### config.mk
export PLATFORM = sky130hd
export DESIGN_NAME = div_unit
export DESIGN_NICKNAME = d
export VERILOG_FILES = /design/src/rtl/div_unit_pkg.sv /design/src/rtl/div_unit.sv
export SDC_FILE = /design/constraint.sdc
export NUM_CORES = 1
export LEC_CHECK = 0
export ABC_CLOCK_PERIOD_IN_PS = 7100
export CAP_MARGIN = 5
export CORE_ASPECT_RATIO = 2
export CORE_MARGIN = 1
export CORE_UTILIZATION = 25
export CTS_CLUSTER_SIZE = 24
export DETAILED_ROUTE_END_ITERATION = 6
export DONT_BUFFER_PORTS = 1
export SLEW_MARGIN = 5
export SYNTH_ARGS = -nofsm -noshare
export SYNTH_HDL_FRONTEND = slang
export SYNTH_SLANG_ARGS = --single-unit
### constraint.sdc
create_clock -name clk -period 7.1 [get_ports clk]
set_input_delay 0.355 -clock clk [delete_from_list [all_inputs] [get_ports clk]]
set_output_delay 0.355 -clock clk [all_outputs]
set_load 0.01 [all_outputs]
### src/rtl/div_unit_pkg.sv
// Shared definitions for the 32-bit iterative divider: state encodings,
// handshake constants and a small sign helper.
package div_unit_pkg;

    typedef enum logic [1:0] {
        DivFree   = 2'b00,
        DivByZero = 2'b01,
        DivOn     = 2'b10,
        DivEnd    = 2'b11
    } div_state_t;

    localparam logic DivStart          = 1'b1;
    localparam logic DivStop           = 1'b0;
    localparam logic DivResultReady    = 1'b1;
    localparam logic DivResultNotReady = 1'b0;

    // One restoring step per bit of quotient.
    localparam logic [5:0] DivSteps = 6'd32;

    function automatic logic [31:0] cond_negate(input logic [31:0] value, input logic neg);
        cond_negate = neg ? (~value + 32'd1) : value;
    endfunction

endpackage

### src/rtl/div_unit.sv
// Restoring shift-subtract divider for DIV/DIVU. Result is {remainder, quotient},
// ready 33 edges after accept (1 edge for a zero divisor).
module div_unit
    import div_unit_pkg::*;
(
    input  logic        clk,
    input  logic        rst,
    input  logic        signed_div_i,
    input  logic [31:0] opdata1_i,
    input  logic [31:0] opdata2_i,
    input  logic        start_i,
    input  logic        annul_i,
    output logic [63:0] result_o,
    output logic        ready_o
);

    div_state_t  state, state_next;
    logic [5:0]  cnt, cnt_next;
    logic [31:0] rem, rem_next;
    logic [31:0] quo, quo_next;
    logic [31:0] divisor, divisor_next;
    logic        neg_quo, neg_quo_next;
    logic        neg_rem, neg_rem_next;
    logic [63:0] result_next;
    logic        ready_next;

    logic [32:0] rem_shift;
    logic [33:0] diff;
    logic        op1_neg, op2_neg;

    // The dividend shifts out of quo into the partial remainder one bit per step.
    assign rem_shift = {rem, quo[31]};
    assign diff      = {1'b0, rem_shift} - {2'b00, divisor};
    assign op1_neg   = signed_div_i & opdata1_i[31];
    assign op2_neg   = signed_div_i & opdata2_i[31];

    always_ff @(posedge clk) begin
        if (rst) begin
            state    <= DivFree;
            cnt      <= 6'd0;
            rem      <= 32'd0;
            quo      <= 32'd0;
            divisor  <= 32'd0;
            neg_quo  <= 1'b0;
            neg_rem  <= 1'b0;
            result_o <= 64'd0;
            ready_o  <= DivResultNotReady;
        end else begin
            state    <= state_next;
            cnt      <= cnt_next;
            rem      <= rem_next;
            quo      <= quo_next;
            divisor  <= divisor_next;
            neg_quo  <= neg_quo_next;
            neg_rem  <= neg_rem_next;
            result_o <= result_next;
            ready_o  <= ready_next;
        end
    end

    always_comb begin
        state_next   = state;
        cnt_next     = cnt;
        rem_next     = rem;
        quo_next     = quo;
        divisor_next = divisor;
        neg_quo_next = neg_quo;
        neg_rem_next = neg_rem;
        result_next  = result_o;
        ready_next   = ready_o;

        unique case (state)
            DivFree: begin
                result_next = 64'd0;
                ready_next  = DivResultNotReady;
                if (start_i == DivStart && !annul_i) begin
                    // Work on magnitudes; signs are reapplied once the quotient is complete.
                    cnt_next     = 6'd0;
                    rem_next     = 32'd0;
                    quo_next     = cond_negate(opdata1_i, op1_neg);
                    divisor_next = cond_negate(opdata2_i, op2_neg);
                    neg_quo_next = op1_neg ^ op2_neg;
                    neg_rem_next = op1_neg;
                    if (opdata2_i == 32'd0) begin
                        state_next = DivByZero;
                    end else begin
                        state_next = DivOn;
                    end
                end
            end

            DivByZero: begin
                if (annul_i) begin
                    state_next  = DivFree;
                    result_next = 64'd0;
                    ready_next  = DivResultNotReady;
                end else begin
                    state_next  = DivEnd;
                    result_next = 64'd0;
                    ready_next  = DivResultReady;
                end
            end

            DivOn: begin
                if (annul_i) begin
                    state_next  = DivFree;
                    cnt_next    = 6'd0;
                    result_next = 64'd0;
                    ready_next  = DivResultNotReady;
                end else if (cnt != DivSteps) begin
                    if (!diff[33]) begin
                        rem_next = diff[31:0];
                        quo_next = {quo[30:0], 1'b1};
                    end else begin
                        rem_next = rem_shift[31:0];
                        quo_next = {quo[30:0], 1'b0};
                    end
                    cnt_next = cnt + 6'd1;
                end else begin
                    state_next  = DivEnd;
                    cnt_next    = 6'd0;
                    result_next = {cond_negate(rem, neg_rem), cond_negate(quo, neg_quo)};
                    ready_next  = DivResultReady;
                end
            end

            DivEnd: begin
                // Hold the result until EX drops its request.
                if (start_i == DivStop) begin
                    state_next  = DivFree;
                    result_next = 64'd0;
                    ready_next  = DivResultNotReady;
                end
            end

            default: begin
                state_next  = DivFree;
                result_next = 64'd0;
                ready_next  = DivResultNotReady;
            end
        endcase
    end

endmodule

## Yosys cells after proc, flatten, opt, wreduce, memory -nomap -nowiden

Index checks and enable logic that the tools add are counted.
Widths: inputs -> output; s select.

- Bitwise logic cells: 7
- Shift-type cells: 0
- Equality and inequality tests: 9
- Order comparisons: 0
- Div/mod/pow operators: 0
- Multiply operators: 0
- Add/subtract/negate cells: 6
- Multiplexer cells: 34
- Reductions and logical operators: 11

Operators by type and width:

| operator | count |
|---|---|
| $mux 32 | 11 |
| $mux 64 | 3 |
| $pmux 64 s3 | 1 |
| $add 32x1->32 const B | 4 |
| $not 32->32 | 4 |
| $pmux 32 s2 | 2 |
| $sub 33x32->34 | 1 |
| $logic_not 32->1 | 1 |
| $mux 6 | 3 |
| $mux 2 | 6 |
| $pmux 6 s2 | 1 |
| $ne 2x2->1 const B | 4 |
| $pmux 2 s4 | 1 |
| $add 6x1->6 const B | 1 |
| $ne 6x6->1 const B | 1 |
| $reduce_and 2->1 | 3 |
| $mux 1 | 5 |
| $eq 2x2->1 const B | 2 |
| $pmux 1 s4 | 1 |
| $reduce_and 4->1 | 1 |
| $ne 3x3->1 const B | 1 |
| $reduce_and 3->1 | 1 |
| $and 1x1->1 | 2 |
| $eq 2x1->1 const B | 1 |
| 6 further kinds | 6 |

- Output and inout bits: 65
- Memories kept: 0
- Flip-flop bits (word level): 171
- Bits in read-only memories: 0
- Input port bits: 69
- RAM bits: 0
- Bits in latches: 0
- Word-level logic and storage cells: 76

## Depth between registers and ports, before layout

Gate-level depths: netlist (run 1).

- Depth after elaboration: 6
- Depth in mapped cells: 13
- Gate-level depth less buffers: 12

## Least setup slack after synthesis (run 1)

OpenSTA, ideal clock, no wires.

- Path kind: reg-to-reg
- Start point: reg rem[15]
- End point: reg rem[15]
- Data required time: 6.972 ns
- Buffers on the path: 3
- Data arrival time: 2.715 ns
- Library setup time: 0.128 ns
- Path slack: 4.256 ns
- Clock period less this slack: 2.844 ns
- Cell stages (with the launch flop): 13
- Path through: dfxtp_1 ha_1 clkbuf_1 nand2_1 o211ai_1 a32oi_1 or4_1 o21ai_1 and2_0 buf_2 buf_4 mux2i_1 o21ai_0

- Word-level cells in the longest chain between the ends: 5

Ends and longest elaborated chain:

| element | line | text |
|---|---|---|
| from (decl) | div_unit.sv:19 | `logic [31:0] rem, rem_next;` |
| from (signal assigned) | div_unit.sv:51 | `rem <= rem_next;` |
| $sub 33x32->34 | div_unit.sv:33 | `assign diff = {1'b0, rem_shift} - {2'b00, divisor};` |
| $mux 32 | div_unit.sv:111 | `if (!diff[33]) begin` |
| $mux 32 | div_unit.sv:110 | `end else if (cnt != DivSteps) begin` |
| $mux 32 | div_unit.sv:105 | `if (annul_i) begin` |
| $pmux 32 s2 | div_unit.sv:72 | `unique case (state)` |

Every way passes these cells. The select of a mux whose other input is x is not followed.
A chain may end at the register's enable or synchronous reset.

## Worst setup path in the final report (run 1)

- Start point: reg rem[22]
- End point: reg rem[26]

Same word-level chain as after synthesis.

==> results.md, run 1 <==
Run status:
- The flow ran to the end, and the final reports show no timing, DRC or antenna violations.

Layout:
- From synthesis to final layout, the design area changed by 9.78%.
- The library cells used most frequently in the layout, excluding fill and tap cells, are nand2_1, dfxtp_1, o21ai_0.
- The net count of the finished layout is 1471.
- The fraction of layout cells with a size suffix above 1 is 4.66%.
- The flip-flop and latch area is 0.00342 mm².
- The final instance count without filler cells is 1917.
- 0 antenna diodes ended up in the layout.
- The library cell used most frequently in the layout, excluding fill and tap cells, is nand2_1.
- After filler insertion, the fill cell instance count of the layout stands at 4649.
- Summing all multi-input logic gate instances after layout gives 0.00682 mm².
- The final instance area is 0.0119 mm².

Yosys:
- Synthesis handed over a netlist of 1403 instances.
- In this run, synthesis inferred 0 flip-flops with an integrated enable.
- The average instance in the mapped netlist occupies 7.70 µm².
- The number of nets in the synthesized netlist is 1515.
- Among all flip-flop cells after synthesis, the most frequent one is dfxtp_1.
- The synthesized cell area is 0.0108 mm².
- By area the synthesized netlist is led by dfxtp_1, nand2_1, o21ai_0.
- For this run, the number of Yosys warnings is 0.
- The synthesized design spends more area on one cell type than any other, namely dfxtp_1.
- The top cell type's share of synthesized area is 31.7%.
- The count of unique library cells instantiated by Yosys is 66.
- The sequential element share of the synthesized area is 31.7%.
- The flip-flop and latch count after synthesis is 171.
- For this run, asynchronously set or reset flops after synthesis account for 0%.

Route:
- The routed via count is 9702.
- The first detailed-routing pass took 5 iterations.
- In the routed design, unresolved DRC markers number 0.
- The post-detailed-route via-to-cell ratio is between 5 and 6.
- For this block, the initial DRC count from the detailed router was 444.
- The final wirelength is ~35000 µm.
- In the final routed layout, each cell accounts on average for 18.2 µm.
- The remaining antenna violation count after routing is 0.

Clock network:
- The total number of H-tree levels is 4.
- The worst-case clock buffer depth is 2.
- TritonCTS built the clock tree.
- The number of sinks handled by clock tree synthesis is 171.
- The post-CTS setup buffer count is 0.
- The clock network latency to the later pin of the worst-skew pair is 0.46 ns.
- The buffer type at the clock tree root is clkbuf_16.
- The number of clock buffers added by TritonCTS is 17.
- Clock-pin slew was measured on the worst setup and hold paths at 0.07 ns.

Critical path:
- The data arrival time of the critical path is 4.17 ns.
- The register-to-register setup slack is 3.31 ns.
- The length in cells of the worst reg-to-reg path is 10.
- The maximum fanout along the worst path is 21.
- The worst register-to-register path begins at rem[22].
- The worst setup path is captured at a register.
- By startpoint and endpoint, the worst setup path is classified as reg2reg.
- The worst register-to-register path ends at rem[26].
- The critical path startpoint category is a register.
- The endpoint required time on the critical path is 7.48 ns.

Floorplan:
- The area of the core region is 0.0426 mm².
- Pin placement for this block handled 134 I/O pins.
- The die outline area is between 0.04 and 0.05 mm².
- Once the floorplan was initialized, standard cells occupied 25.4% of the core.
- From bottom edge to top edge, the die measures 296 µm.
- In this run the core area contains 107 standard-cell rows.
- The horizontal die dimension is roughly 150 µm.

Power:
- Summed over all nets, the switching power comes to 1.35 mW.
- The internal power of the cells totals 1.93 mW.
- The clock network burns 28.3% of the power.
- For this design the static power due to leakage is 4.17 nW.
- The sequential power share is between 30% and 40%.
- The share of total power dissipated in combinational logic is 36.3%.
- The worst IR drop on VDD is between 0.15 and 0.2 mV.
- The power density over cell area is 276 mW/mm².
- The switching share of power is 41.2%.

STA:
- The final worst clock skew is 0.0127 ns.
- The hold violation count in the final report is 0.
- Summed over all failing endpoints, the final setup total negative slack is 0 ns.
- The final setup violation count is 0.
- The measured slew at the worst slew-check pin is approximately 1.1 ns.
- The post-route minimum period is 3.79 ns.
- Derived from the worst setup path, the maximum achievable clock frequency is ~0.26 GHz.
- The final max-slew violation count was 0.
- Setup repair after global routing left no endpoint under its margin.
- The post-route fraction of the period consumed by the critical path is 53.4%.
- Measured against its own limit, the worst slew margin works out to 27.4%.

Job:
- Across the run, the number of max-cap violations was 0.

Hold path:
- The worst hold path terminates at quo[27].
- The min-delay analysis places its worst path in the category in2reg.
- The startpoint of the lowest-slack hold path is rst.
- Along the worst hold path, the cell count comes to 1.

Place:
- The total placed instance area is between 0.01 and 0.015 mm².
- The count of buffers added on input and output ports is 0.
- The routability congestion estimate is 0.878.
- The half-perimeter wire length after detailed placement is 27400 µm.
- Counting tap cells, the placed design contains a total of roughly 1900 instances.

GRT:
- Global routing used about 16% of the available tracks across all layers.
- Entering global routing, the biggest net connects 101 pins.
- After global routing the overflow that remains totals 0.
- The number of antenna violations at the first check in global routing was 0.
- The number of global-route vias before repair is 9522.
- The wire length of the first global-routing pass is 53600 µm.
## repair_timing
| action | in CTS | in global routing |
|---|---|---|
| gates resized for setup | 0 | 0 |
| endpoints found under the hold margin | 100 | 0 |
| hold buffers | 2 | 0 |
## how the worst max path moves through the flow
stage                         endpoint  slack [ns]  cells past startpoint      from
after floorplan                rem[15]        4.26                     12   rem[15]
after global placement    result_o[30]        3.39                      9  state[0]
after detailed placement  result_o[53]        3.35                      9  state[0]
after CTS                 result_o[53]        3.33                      9  state[0]
after global routing      result_o[31]        3.12                      9  state[0]
final                          rem[26]        3.31                     10   rem[22]
## cell families (layout without fill, tap and decap cells)
family,count (synthesis),after routing,synth area share [%]
flops,171,171,31.7
simple gates,460,460,19.8
mux,20,20,1.88
xor+xnor,144,144,11.7
compound gates,425,425,24.7
fa+ha+maj,43,43,5.05
buf+inv,140,109,5.20
## Yosys cell counts, drive strengths merged (4+ instances only)
cell type	count
a2111oi	4
nand2	181
a31oi	11
inv	63
a21o	11
a21oi	118
o211ai	16
nand2b	17
and2	7
nor3b	4
a21boi	4
nor2	126
and3	4
buf	10
xor2	72
nand4	9
nor2b	7
xnor2	72
o41ai	17
dfxtp	171
nor4	13
or4	12
a211oi	32
o31ai	26
o21ai	131
or3	18
ha	42
a22oi	17
nor3	32
mux2i	18
nand3	20
a32oi	15
clkbuf	65
## layer usage
| layer | share of wire, % | global-route usage, % | vias to the layer above |
|---|---|---|---|
| li1 | - | - | 4881 |
| met3 | 5.3 | 3.46 | 48 |
| met5 | 0 | 0 | - |
| met1 | 34 | 14.3 | 4526 |
| met4 | 3.2 | 7.29 | 0 |
| met2 | 58 | 33.1 | 247 |
## flip-flops by register name, indices dropped and copies added, names as in the netlist
signal    cells
result_o     64
divisor      32
quo          32
rem          32
cnt           6
state         2
neg_quo       1
neg_rem       1
ready_o       1
## per-stage QoR
step                      total power, mW  setup slack, ns  utilization (%)  hold slack, ns
after CTS                            3.30             3.33             27.8         0.00410
final                                3.27             3.31             27.8          0.0336
after floorplan                      2.05             4.26                -           0.432
after global routing                 3.48             3.12             27.8          0.0242
after detailed placement             2.36             3.35             26.4           0.447
after global placement               2.35             3.39             26.4           0.444
## power by group through the flow
| stage | Sequential, mW | Combinational, mW | Clock, mW |
|---|---|---|---|
| detailed placement | 1.18 | 1.17 | 0 |
| finish | 1.16 | 1.19 | 0.927 |
| global route | 1.18 | 1.32 | 0.982 |
| floorplan | 1.15 | 0.897 | 0 |
| global placement | 1.18 | 1.17 | 0 |
| CTS | 1.16 | 1.19 | 0.953 |
## worst max-delay path, stage by stage (launching register included)
cell and delay, ns:
dfxtp_1 0.59, ha_1 0.33, nand2_1 0.20, nor2_1 0.40, a32oi_1 0.28, or4_1 0.46, o21ai_1 0.40, and2_0 0.19
buf_4 0.31, nand2_1 0.31, o21ai_0 0.25
## cell type report
cell class | count | share of cell area (%)
clock buffers | 17 | 3.59
clock inverters | 15 | 1.20
inverters | 63 | 2.00
multi-input cells | 1092 | 57.5
flip-flops and latches | 171 | 28.9
well taps | 545 | 5.75
repair buffers | 14 | 1.08
(Power assumes the default switching activity.)
==> run 2: changes to the inputs <==
ABC_CLOCK_PERIOD_IN_PS = 3400   (was 7100)
clock period = 3.4 ns   (was 7.1 ns; I/O delays follow)
==> run 2 against run 1 <==
Core utilization grew 1.5 points. Critical path depth shrank 2. Non-clock buffer count grew 67. Final area increased by 5.4%. Hold slack about the same. First-iteration DRC count is 27% higher. Clock power rose by 110%. Combinational power up 120%. Count of clock-buffer cells in the layout grew 5. Via count increased by 3.7%.
==> results.md, run 2 (same netlist as run 1, synthesis figures left out) <==
GRT:
- The overall fraction of global-route tracks in use is 16.3% (+0.19 points).
- The overflow left after global routing was 0 (unchanged).
- The largest net degree at the start of global routing is 106 (+5.0%).
- The number of antenna violations at the first check in global routing is 0 (unchanged).
- The number of global-route vias before repair is 9874 (+3.7%).
- The wire length of the first global-routing pass was 54600 µm (+1.8%).

Clock network:
- The worst-case clock buffer depth was 2 (unchanged).
- The clock slew seen by the registers of the worst setup and hold paths is 0.07 ns (about the same).
- The total number of H-tree levels was 4 (unchanged).
- The number of buffers added by the clock tree synthesis step is 17 (unchanged).
- The clock network latency to the later pin of the worst-skew pair is 0.45 ns (about the same).
- The clock tree from TritonCTS is built.
- The post-CTS setup buffer count is 0 (unchanged).
- The buffer type at the clock tree root is clkbuf_16.
- The number of sinks handled by clock tree synthesis came to 171 (unchanged).

Route:
- The routed via count is 10100 (+3.7%).
- The post-detailed-route via-to-cell ratio is 5.07 (+0.16%).
- The final wirelength is 35600 µm (+2.2%).
- The DRC violation count after routing is 0 (unchanged).
- The total iterations of the first detailed-routing run came to 5 (unchanged).
- The average wire per standard cell is 18.0 µm (-1.2%).
- The remaining antenna violation count after routing is 0 (unchanged).
- The number of design-rule violations left by the first detailed-router iteration is 562 (+27%).

Layout:
- The library cells used most frequently in the layout, excluding fill and tap cells, are nand2_1, dfxtp_1, o21ai_0.
- The register with the most flip-flops in the final layout is result_o.
- The final net count is 1538 (+4.6%).
- From synthesis to final layout, the design area changed by 15.8%.
- The final instance count without filler cells is 1984 (+3.5%).
- The number of filler instances in the final layout is 4604 (-0.97%).
- The fraction of layout cells with a size suffix above 1 is 5.91% (+1.2 points).
- The number of flip-flops in the largest register is 64 (unchanged).
- The utilization of the core after routing was 29.4% (+1.5 points).
- The library cell used most frequently in the layout, excluding fill and tap cells, is nand2_1.
- The antenna cell count is 0 (unchanged).

Hold path:
- In this run the worst hold path is classified as in2reg.

Power:
- The leakage power was 4.47 nW (+7.3%).
- The final total power was 6.97 mW (+110%).
- The worst IR drop on VDD is 0.228 mV (+18%).
- The power density over cell area is 558 mW/mm² (+100%).

STA:
- The normalized max-slew margin is 28.7% (+1.3 points).
- The post-route fraction of the period consumed by the critical path is 96.1% (+43 points).
- The post-route minimum period is 3.27 ns (-0.525 ns).
- The hold violation count in the final report is 0 (unchanged).
- Setup repair after global routing left no endpoint under its margin.
- The final max-slew violation count is 0 (unchanged).
- The final setup violation count came to 0 (unchanged).
- The final worst clock skew is 0.0113 ns (-0.00142 ns).
- The measured slew at the worst slew-check pin is 1.07 ns (-0.0196 ns).
- The upper clock frequency limit is 0.306 GHz (+16%).
- The accumulated negative setup slack is 0 ns (unchanged).

Critical path:
- By instance count, the cell type seen most on the critical path is nand2b_1.
- The critical path is of the reg2reg type.
- The maximum fanout along the worst path is 7 (-67%).
- STA classifies the critical path startpoint as a register.
- The data arrival time of the critical path is 3.56 ns (-0.61 ns).
- The critical path goes through or4_4, nor4_4, nand3b_1, nand2b_1, nand2b_1, o41ai_1, xnor2_1, o21ai_0.
- The endpoint required time on the critical path was 3.69 ns (-3.79 ns).
- The worst setup path is captured at a register.
- The delay of the slowest cell on the worst path is 0.83 ns (+0.24 ns).
- The slowest stage cell on the critical path is o41ai_1.

Floorplan:
- The die outline area is 0.0441 mm² (unchanged).
- The starting density of the core is 25.4% (unchanged).
- The count of standard-cell rows came to 107 (unchanged).
- The horizontal die dimension is 149 µm (unchanged).
- The area of the core region was 0.0426 mm² (unchanged).
- The height of the die was 296 µm (unchanged).
- The top-level I/O count came to 134 (unchanged).

Place:
- The routability congestion estimate is 0.951 (+8.3%).
- The number of placed cells counting well taps is 1906 (+1.2%).
- The half-perimeter wire length after detailed placement came to 27500 µm (+0.40%).
- The number of I/O port buffers is 0 (unchanged).

Run status:
- The run finished with clean final reports.

Job:
- The number of violations of the max-capacitance limit is 0 (unchanged).
==> run 2: cell count changes in the layout (fill, tap and decap cells not counted), sizes merged <==
cell and delta:
dlygate4sd3 +44, clkinvlp +1, inv -8, buf +23, bufinv +2, clkbuf +5
==> run 2: cell type report <==
type                       instances  area (µm²)  area share [%]
timing repair buffer              81         753            6.03
sequential                       171        3420            27.4
clock buffer                      22         464            3.71
inverter                          63         236            1.89
clock inverter                    10         116           0.931
multi-input combinational       1092        6820            54.6
tap                              545         682            5.46
==> run 2: power breakdown <==
part / switching (mW) / leakage [nW] / internal [mW]
logic: 1.65 / 2.81 / 0.931
registers: 0.222 / 1.39 / 2.20
clock network: 0.841 / 0.280 / 1.12
==> run 2: worst paths after layout <==
check,slack (ns),depth (start not counted),start,to
max,0.13,8,quo[2],result_o[31]
max reg2reg,0.13,8,quo[2],result_o[31]
min,0.03,3,opdata2_i[10],divisor[12]
min reg2reg,0.46,2,divisor[31],divisor[31]
==> run 2: metal layers <==
metal | global-route usage, % | up-vias | share of wire, %
li1 | - | 5025 | -
met1 | 15.5 | 4707 | 35
met2 | 33.4 | 267 | 57
met3 | 2.29 | 58 | 4.2
met4 | 6.77 | 0 | 3.1
met5 | 0 | - | 0
==> run 2: through the flow <==
stage               setup slack [ns]  hold slack [ns]  instance area, µm²
global placement              0.0740            0.263               11400
global route                 0.00473           0.0464               12500
CTS                           0.0807           0.0164               12500
finish                         0.132           0.0333               12500
floorplan                      0.556            0.306               10800
detailed placement            0.0796            0.265               11400
==> run 2: timing repair <==
action / in CTS / in global routing
hold buffers: 46 / 0
resized for setup: 0 / 1
endpoints found under the setup margin: 0 / 1
hold endpoints to repair: 105 / 0
==> run 2: critical path: cells and delay by family, from the launching register on <==
family | cells | cell delay, ns
DFF | 1 | 0.38
and+or+nand+nor | 5 | 1.60
xor gates and xnor gates | 1 | 0.21
AOI/OAI and AO/OA | 2 | 0.92
